[config.mk]
export PLATFORM = sky130hd
export DESIGN_NAME = lock_supervisor
export DESIGN_NICKNAME = d
export VERILOG_FILES = /design/src/rtl/lock_supervisor.sv
export SDC_FILE = /design/constraint.sdc
export NUM_CORES = 1
export LEC_CHECK = 0
export BUFFER_PORTS_ARGS = -buffer_cell sky130_fd_sc_hd__buf_2
export CORE_ASPECT_RATIO = 0.75
export CORE_MARGIN = 1.5
export CORE_UTILIZATION = 55
export CTS_CLUSTER_SIZE = 20
export DETAILED_ROUTE_END_ITERATION = 8
export HOLD_SLACK_MARGIN = 0.08
export PLACE_DENSITY = 0.73
export SLEW_MARGIN = 10
export SYNTH_ARGS = -nofsm -noshare
export SYNTH_HDL_FRONTEND = slang
export SYNTH_SLANG_ARGS = --single-unit
[constraint.sdc]
create_clock -name i_clk -period 5.9 [get_ports i_clk]
set_input_delay 0.59 -clock i_clk [delete_from_list [all_inputs] [get_ports i_clk]]
set_output_delay 0.59 -clock i_clk [all_outputs]
set_load 0.01 [all_outputs]
[src/rtl/lock_supervisor.sv]
// lock_supervisor: supervises an external combination-lock FSM.
// Counts failed attempts, enforces a timed lockout after too many failures,
// and runs a two-pass password programming sequence that commits a new
// password only when both entries agree.
//
// state     | meaning
// ----------+-----------------------------------------------------------
// NORMAL    | lock FSM enabled, failures counted, z+prog_req opens prog
// LOCKOUT   | lock FSM held in initialize until the lockout timer expires
// PROG1     | collecting first password entry into shadow A
// PROG2     | collecting confirmation entry into shadow B, then compare

module lock_supervisor #(
    parameter int                 NKEYS        = 4,
    parameter logic [2*NKEYS-1:0] DEFAULT_SEQ  = 8'b11_10_01_00,
    parameter int                 MAX_FAIL     = 3,
    parameter int                 LOCKOUT_CYC  = 250000000,
    parameter int                 PROG_TIMEOUT = 500000000
) (
    input  logic               i_clk,
    input  logic               i_reset,
    input  logic [3:0]         i_key,
    input  logic               i_z,
    input  logic               i_err,
    input  logic               i_prog_req,
    output logic [2*NKEYS-1:0] o_ulseq,
    output logic               o_fsm_en,
    output logic [1:0]         o_fail_cnt,
    output logic               o_locked_out,
    output logic               o_prog_active,
    output logic               o_prog_done,
    output logic               o_prog_reject
);

    localparam int SW   = 2 * NKEYS;
    localparam int TMAX = (LOCKOUT_CYC > PROG_TIMEOUT) ? LOCKOUT_CYC : PROG_TIMEOUT;
    localparam int TW   = $clog2(TMAX + 1);
    localparam int CW   = $clog2(NKEYS + 1);

    // Lockout counts down from LOCKOUT_CYC-1 to 0, so the state lasts LOCKOUT_CYC cycles.
    localparam logic [TW-1:0] LOCK_LOAD  = TW'(LOCKOUT_CYC - 1);
    localparam logic [TW-1:0] PROG_LIMIT = TW'(PROG_TIMEOUT - 1);
    localparam logic [TW-1:0] TIMER_ONE  = TW'(1);
    localparam logic [CW-1:0] LAST_DIGIT = CW'(NKEYS - 1);
    localparam logic [CW-1:0] CNT_SAT    = CW'(NKEYS);
    localparam logic [CW-1:0] CNT_ONE    = CW'(1);
    localparam logic [1:0]    FAIL_LAST  = 2'(MAX_FAIL - 1);
    localparam logic [1:0]    FAIL_MAX   = 2'(MAX_FAIL);

    typedef enum logic [1:0] {
        S_NORMAL  = 2'd0,
        S_LOCKOUT = 2'd1,
        S_PROG1   = 2'd2,
        S_PROG2   = 2'd3
    } state_t;

    state_t          r_state;
    logic [3:0]      r_key_prev;
    logic            r_z_prev;
    logic            r_err_prev;
    logic [TW-1:0]   r_timer;
    logic [CW-1:0]   r_digit_cnt;
    logic [SW-1:0]   r_shadow_a;
    logic [SW-1:0]   r_shadow_b;
    logic [SW-1:0]   r_ulseq;
    logic [1:0]      r_fail_cnt;

    logic            r_fsm_en;
    logic            r_locked_out;
    logic            r_prog_active;
    logic            r_prog_done;
    logic            r_prog_reject;

    state_t          w_state_next;
    logic [TW-1:0]   w_timer_next;
    logic [CW-1:0]   w_cnt_next;
    logic [SW-1:0]   w_a_next;
    logic [SW-1:0]   w_b_next;
    logic [SW-1:0]   w_ulseq_next;
    logic [1:0]      w_fail_next;
    logic            w_done;
    logic            w_reject;

    logic            w_z_evt;
    logic            w_err_evt;
    logic            w_key_valid;
    logic [1:0]      w_code;
    logic            w_press;
    logic [SW-1:0]   w_a_wr;
    logic [SW-1:0]   w_b_wr;
    logic [CW-1:0]   w_cnt_inc;

    logic            w_fsm_en_next;
    logic            w_locked_next;
    logic            w_prog_active_next;

    assign w_z_evt   = i_z & ~r_z_prev;
    assign w_err_evt = i_err & ~r_err_prev;
    assign w_press   = w_key_valid && (r_key_prev == 4'b1111);
    assign w_cnt_inc = (r_digit_cnt == CNT_SAT) ? r_digit_cnt : (r_digit_cnt + CNT_ONE);

    // Decode a single active-low button into its 2-bit code; chords are not valid.
    always_comb begin
        w_key_valid = 1'b1;
        w_code      = 2'b00;
        case (i_key)
            4'b1110: w_code = 2'b00;
            4'b1101: w_code = 2'b01;
            4'b1011: w_code = 2'b10;
            4'b0111: w_code = 2'b11;
            default: w_key_valid = 1'b0;
        endcase
    end

    // Insert the pressed code at the current digit position of each shadow.
    always_comb begin
        w_a_wr = r_shadow_a;
        w_b_wr = r_shadow_b;
        for (int i = 0; i < NKEYS; i++) begin
            if (r_digit_cnt == CW'(i)) begin
                w_a_wr[2*i +: 2] = w_code;
                w_b_wr[2*i +: 2] = w_code;
            end
        end
    end

    // Next-state and datapath update for the supervisor FSM.
    always_comb begin
        w_state_next = r_state;
        w_timer_next = r_timer;
        w_cnt_next   = r_digit_cnt;
        w_a_next     = r_shadow_a;
        w_b_next     = r_shadow_b;
        w_ulseq_next = r_ulseq;
        w_fail_next  = r_fail_cnt;
        w_done       = 1'b0;
        w_reject     = 1'b0;
        case (r_state)
            S_NORMAL: begin
                // An error wins over a simultaneous success; the z edge is dropped.
                if (w_err_evt) begin
                    if (r_fail_cnt == FAIL_LAST) begin
                        w_state_next = S_LOCKOUT;
                        w_timer_next = LOCK_LOAD;
                        w_fail_next  = FAIL_MAX;
                    end else begin
                        w_fail_next = r_fail_cnt + 2'd1;
                    end
                end else if (w_z_evt) begin
                    w_fail_next = 2'd0;
                    if (i_prog_req) begin
                        w_state_next = S_PROG1;
                        w_cnt_next   = '0;
                        w_timer_next = '0;
                        w_a_next     = '0;
                        w_b_next     = '0;
                    end
                end
            end
            S_LOCKOUT: begin
                if (r_timer == '0) begin
                    w_state_next = S_NORMAL;
                    w_fail_next  = 2'd0;
                end else begin
                    w_timer_next = r_timer - TIMER_ONE;
                end
            end
            S_PROG1: begin
                if (!i_prog_req) begin
                    w_reject     = 1'b1;
                    w_state_next = S_NORMAL;
                end else if (w_press) begin
                    w_a_next     = w_a_wr;
                    w_timer_next = '0;
                    if (r_digit_cnt == LAST_DIGIT) begin
                        w_state_next = S_PROG2;
                        w_cnt_next   = '0;
                    end else begin
                        w_cnt_next = w_cnt_inc;
                    end
                end else if (r_timer == PROG_LIMIT) begin
                    w_reject     = 1'b1;
                    w_state_next = S_NORMAL;
                end else begin
                    w_timer_next = r_timer + TIMER_ONE;
                end
            end
            S_PROG2: begin
                if (!i_prog_req) begin
                    w_reject     = 1'b1;
                    w_state_next = S_NORMAL;
                end else if (w_press) begin
                    w_b_next     = w_b_wr;
                    w_timer_next = '0;
                    if (r_digit_cnt == LAST_DIGIT) begin
                        // Compare including the digit being entered this cycle.
                        w_state_next = S_NORMAL;
                        w_cnt_next   = '0;
                        if (w_b_wr == r_shadow_a) begin
                            w_ulseq_next = r_shadow_a;
                            w_done       = 1'b1;
                        end else begin
                            w_reject = 1'b1;
                        end
                    end else begin
                        w_cnt_next = w_cnt_inc;
                    end
                end else if (r_timer == PROG_LIMIT) begin
                    w_reject     = 1'b1;
                    w_state_next = S_NORMAL;
                end else begin
                    w_timer_next = r_timer + TIMER_ONE;
                end
            end
            default: begin
                w_state_next = S_NORMAL;
            end
        endcase
    end

    // State, datapath and input-history registers with synchronous reset.
    always_ff @(posedge i_clk) begin
        if (i_reset) begin
            r_state     <= S_NORMAL;
            r_key_prev  <= 4'b1111;
            r_z_prev    <= 1'b0;
            r_err_prev  <= 1'b0;
            r_timer     <= '0;
            r_digit_cnt <= '0;
            r_shadow_a  <= '0;
            r_shadow_b  <= '0;
            r_ulseq     <= DEFAULT_SEQ;
            r_fail_cnt  <= 2'd0;
        end else begin
            r_state     <= w_state_next;
            r_key_prev  <= i_key;
            r_z_prev    <= i_z;
            r_err_prev  <= i_err;
            r_timer     <= w_timer_next;
            r_digit_cnt <= w_cnt_next;
            r_shadow_a  <= w_a_next;
            r_shadow_b  <= w_b_next;
            r_ulseq     <= w_ulseq_next;
            r_fail_cnt  <= w_fail_next;
        end
    end

    // Status outputs follow the state being entered so they line up with it.
    always_comb begin
        w_fsm_en_next      = (w_state_next == S_NORMAL);
        w_locked_next      = (w_state_next == S_LOCKOUT);
        w_prog_active_next = (w_state_next == S_PROG1) || (w_state_next == S_PROG2);
    end

    // Output registers.
    always_ff @(posedge i_clk) begin
        if (i_reset) begin
            r_fsm_en      <= 1'b1;
            r_locked_out  <= 1'b0;
            r_prog_active <= 1'b0;
            r_prog_done   <= 1'b0;
            r_prog_reject <= 1'b0;
        end else begin
            r_fsm_en      <= w_fsm_en_next;
            r_locked_out  <= w_locked_next;
            r_prog_active <= w_prog_active_next;
            r_prog_done   <= w_done;
            r_prog_reject <= w_reject;
        end
    end

    assign o_ulseq       = r_ulseq;
    assign o_fsm_en      = r_fsm_en;
    assign o_fail_cnt    = r_fail_cnt;
    assign o_locked_out  = r_locked_out;
    assign o_prog_active = r_prog_active;
    assign o_prog_done   = r_prog_done;
    assign o_prog_reject = r_prog_reject;

endmodule

* After elaboration in Yosys (flattened, before gate mapping)
Cells that the tools add are included.
** Storage, ports and cells
- Bits in registers :: 71
- Input port bits :: 9
- Output and inout port bits :: 15
- Logic and storage cells :: 153
** Operators by class
- $add $sub $neg :: 4
- Equality and inequality tests :: 38
- Muxes and demuxes :: 63
- Bitwise logic cells :: 8
- Reductions and logical operators :: 22
** Operators by type and width (number)
- 2-to-1 mux 29 bit :: 8
- one-hot mux 29 bit (3 select lines) :: 1
- 2-to-1 mux 8 bit :: 7
- 2-to-1 mux 2 bit :: 24
- AND reduction 7 bit :: 5
- one-hot mux 8 bit (2 select lines) :: 2
- adder 29 x 1 -> 29 bit, second input constant :: 1
- == test 29 bit, second input constant :: 1
- logical NOT 29 bit :: 1
- subtractor 29 x 1 -> 29 bit, second input constant :: 1
- != test 2 bit, second input constant :: 13
- 2-to-1 mux 3 bit :: 7
- == test 4 bit, second input constant :: 4
- != test 3 bit, second input constant :: 4
- AND reduction 6 bit :: 2
- == test 2 bit, second input constant :: 5
- 2-to-1 mux 1 bit :: 9
- == test 8 bit :: 1
- one-hot mux 2 bit (4 select lines) :: 1
- nonzero test 2 bit :: 4
- == test 3 x 2 -> 1 bit, second input constant :: 2
- inverter 1 bit :: 6
- one-hot mux 2 bit (3 select lines) :: 1
- one-hot mux 3 bit (2 select lines) :: 1
- other kinds (20) :: 24

* Depth between registers and ports, before layout
- Word-level depth :: 9
- Mapped depth :: 9
- Gate-level depth less buffers :: 8

* Worst setup path before layout
Ideal clock, no wire load.
- Path type :: in2reg
- Start :: input port i_key[2]
- End :: register r_timer[23]
- Library setup time :: 0.133 ns
- Arrival time :: 2.391 ns
- Required time :: 5.767 ns
- Slack :: 3.376 ns
- Stages on the path :: 9
- Path buffers :: 3
- Path through :: buf_2 -> xor2_1 -> a211oi_2 -> o21ai_1 -> buf_2 -> nor2_1 -> buf_2 -> o41ai_1 -> a211oi_2
** Between the ends
- Cells in the longest elaborated chain, start to end :: 7
- Elaborated cells between the ends (all ways) :: 12
- Classes of those cells :: eq/ne (5); mux (4); reduce/logical (3)
** Ends and longest elaborated chain
- start: declaration :: line 22 : input logic [3:0] i_key,
- == test 4 x 3 -> 1 bit or == test 4 bit (tied branches) :: line 106 : case (i_key)
- OR reduction 4 bit (no source line) (*)
- 2-to-1 mux 1 bit (*) :: line 106
- logical AND 1 bit (*) :: line 99 : assign w_press = w_key_valid && (r_key_prev == 4'b1111);
- 2-to-1 mux 29 bit :: line 172 : end else if (w_press) begin
- 2-to-1 mux 29 bit :: line 169 : if (!i_prog_req) begin
- one-hot mux 29 bit (3 select lines) :: line 138 : case (r_state)
- end signal: assignment :: line 239 : r_timer <= w_timer_next;
- end: declaration :: line 61 : logic [TW-1:0] r_timer;
Mark *: on every way between the ends. The rest lies on a longest branch, timed or not. The select of a mux whose other input is x is not followed.
A chain may end at the register's enable or synchronous reset.

* Final worst setup path
- Start :: register r_timer[8]
- End :: register r_timer[26]
** Between the ends
- Cells in the longest elaborated chain, start to end :: 5
- Elaborated cells between the ends (all ways) :: 12
- Classes of those cells :: add/sub (2); eq/ne (3); mux (5); reduce/logical (2)
** Ends and longest elaborated chain (line)
- adder 29 x 1 -> 29 bit :: 185, 212
- 2-to-1 mux 29 bit :: 181, 208
- 2-to-1 mux 29 bit :: 172
- 2-to-1 mux 29 bit :: 169
- one-hot mux 29 bit (3 select lines) :: 138
Several ways; a longest one is shown, not always the timed one. The select of a mux whose other input is x is not followed.

==> summary.txt <==
Run status
  • Status: finished, final reports clean

Floorplanning
  • # rows: 29
  • Core ar.: 8490 um^2
  • I/O pins: 24
  • Starting density of the core: 0.569
  • Die extent in y: between 80 and 90 um
  • Die Wd: between 100 and 150 um
  • Die area: approximately 9400 um^2

Timing
  • # setup viols final: 0
  • Hold Slack: 0.462 ns
  • Final WS setup: a little under 3 ns
  • Slew @ Worst Pin: 0.959 ns
  • RSZ-0062 raised after global routing: false
  • Rel. slew slack: 0.355
  • Final Max Tran Viols: 0
  • Crit path time final: about 3 ns
  • Crit share post-route: 0.511
  • Max Fclk: about 0.33 GHz
  • Layout Skew: ~0.0088 ns
  • Setup TNS: 0 ns
  • Fin. Hold Viols: 0

Routing
  • DRC: 0
  • First-pass DRT Iterations: 6
  • Final wirelength: roughly 13000 um
  • Post-route ant nets: 0
  • Via density: 6.84
  • DR iter-0 viols: 562
  • Vias post-DR: slightly below 5000
  • Drt wl/cell: 18.9 um

Synth
  • Distinct cells, synth: between 70 and 80
  • Synth Warn #: 0
  • Post-synthesis cell count: between 600 and 700
  • Avg Inst Size Synth: between 7 and 8 um^2
  • Register bit total from synthesis: 70
  • Sequential share of the synthesized area: 0.290
  • Synth area leader: dfxtp_1
  • Yosys top cell area share: 0.290
  • Ranking of synthesized cells by area: dfxtp_1, nor2_1, o21ai_0, mux2i_1, nand2_1
  • Mapped Nets: 628
  • Async SR Flop Fraction: 0
  • Mapped Area: between 4000 and 5000 um^2
  • Post-synth EDFFs: 0
  • Top_reg_cell synth: dfxtp_1

Worst setup path
  • R2r worst-path depth: 6
  • CP bufs+invs: 0
  • CP arrival: approximately 3.3 ns
  • CP cell instances: or4_4 -> nor4_1 -> nand3_1 -> nor2_1 -> nor2_2 -> a221oi_1
  • Reg-to-reg startpoint: r_timer[8]
  • Reg-to-Reg End: r_timer[26]
  • CP max FO: 15
  • Setup Crit Path Kind: flip-flop to flip-flop
  • R2R Setup Slk: slightly below 3 ns
  • Levels on crit path: 6
  • Endpoint type of the worst setup path: flip-flop
  • Delay-heaviest family, CP: simple AND/OR/NAND/NOR gates
  • CP Launch Type: flip-flop
  • CP max stage delay: between 0.6 and 0.7 ns
  • Critical path required time: 6.14 ns
  • Cell at the slowest stage of the critical path: nor2_1

CTS
  • CTS sink count: 70
  • CTS buffer count: 9
  • Post-CTS sizing: 0
  • CTS tree: yes
  • Clock buffer depth: 2
  • Hold Buf Count CTS: 0
  • H-tree depth: 3
  • Skew-Pair Late Insertion Delay: around 0.34 ns
  • Clk pin slew, worst setup/hold paths: ~0.06 ns
  • Postcts setup bufs: 0
  • Clock Tree Root: clkbuf_16

Placement
  • IO Port Bufs: 23
  • Dpl cell area: ~4900 um^2
  • Placer congestion estimate: around 0.94
  • Hpwl dp: a little over 9000 um
  • Pre-CTS setup slack: approximately 2.6 ns

Hold path
  • Hold Crit Depth: 2
  • Hold Crit Start: r_shadow_b[7]
  • Min-Delay Path Class: flip-flop to flip-flop
  • Worst Hold End: r_shadow_b[7]

Global route
  • Gr usage total: 0.291
  • GRT overflow: 0
  • Initial antenna violation count: 0
  • Vias in the first global route: around 4300
  • First-pass GRT wire length: between 20000 and 25000 um
  • Largest net degree at the start of global routing: between 40 and 50

Layout
  • Layout cells sized above 1: 0.134
  • Commonest non-fill, non-tap cell in the layout: dfxtp_1
  • Most frequent cells in the layout: dfxtp_1, nor2_1, nand2_1
  • Post-layout nets: 617
  • Synth-to-layout area growth: 7.38%
  • Design area: 5190 um^2
  • Diode count: 0
  • Final core occ: 0.611

Pwr
  • P_leak: 1.74 nW
  • Max VDD drop: 0.215 mV
  • Pwr dens: around 250 nW/um^2

Run
  • Max cap viols: 0
-- worst min-delay path, cell delays in order (launching register included) --
cell     delay, ns
dfxtp_1       0.33
nand2_1       0.05
o21ai_0       0.06
-- cells in the mapped netlist, types with 3 or more instances --
master / count
o41ai_1: 3
inv_1: 21
o31a_1: 3
o211ai_1: 5
a22oi_1: 11
ha_1: 8
nand4_1: 17
xnor2_1: 11
a221oi_2: 3
a21oi_1: 21
clkbuf_1: 35
or2_2: 11
a221oi_1: 5
nor2b_1: 7
or4_4: 3
nor3_1: 27
nand3_1: 16
a221o_1: 5
o31ai_1: 6
or3_1: 11
nor4_1: 16
a211o_1: 3
dfxtp_1: 70
nor2_1: 52
and3_1: 5
o22ai_1: 6
a211oi_1: 14
o32ai_1: 6
a21o_1: 4
mux2i_1: 16
nand2b_1: 16
o221ai_1: 5
buf_6: 5
a31oi_1: 8
nor4_2: 3
nand2_1: 40
and4b_1: 10
a311oi_1: 3
and4_1: 5
o21ai_0: 36
buf_2: 12
-- state kept, by name, indices dropped and copies added (netlist names), 2 cells and up --
name	count
r_digit_cnt	3
o_fail_cnt	2
r_timer	29
r_key_prev	4
o_ulseq	8
r_shadow_b	8
r_shadow_a	8
-- worst max-delay path by stage --
stage	endpoint	from	slack, ns
finish	r_timer[26]	r_timer[8]	2.88
CTS	r_timer[26]	r_timer[8]	2.92
global route	r_timer[18]	r_timer[8]	2.65
global placement	r_timer[26]	i_key[2]	2.79
detailed placement	r_timer[26]	i_key[2]	2.61
floorplan	r_timer[23]	i_key[2]	3.38
-- area by class of cell --
cell class                 instances  area [um^2]
inverter                          21         78.8
fill                             802         3300
clock inverter                     7         61.3
multi-input combinational        467         3110
timing repair buffer              31          175
sequential                        70         1400
tap                              108          135
clock buffer                       9          225
-- kinds of logic (layout without fill, tap and decap cells) --
group,count (synthesis),after routing,share of synthesized area
compound gates,170,170,0.256
xor+xnor,13,13,0.0236
fa+ha+maj,8,8,0.0207
buf+inv,74,68,0.0684
flops,70,70,0.290
mux,17,17,0.0355
simple gates,259,259,0.306
-- per-stage QoR --
| stage | total power [mW] | instances |
|---|---|---|
| after floorplan | 0.701 | 611 |
| after global placement | 0.747 | 697 |
| after detailed placement | 0.753 | 697 |
| after CTS | 1.28 | 713 |
| after global routing | 1.33 | 713 |
| final | 1.28 | 713 |
-- report_power, final --
part | switching [mW] | leakage (nW) | total, mW | internal, mW
registers | 0.0270 | 0.569 | 0.514 | 0.487
logic | 0.152 | 1.04 | 0.237 | 0.0850
clock network | 0.237 | 0.135 | 0.530 | 0.293
total | 0.416 | 1.74 | 1.28 | 0.865
-- metal layers --
metal  vias up  track usage  part of all wire
met5         -            0                 0
met4         0       0.0898             0.021
met3        32       0.0650              0.10
met2       282        0.403              0.40
met1      2265        0.447              0.47
li1       2298            -                 -
(Power assumes the default switching activity.)
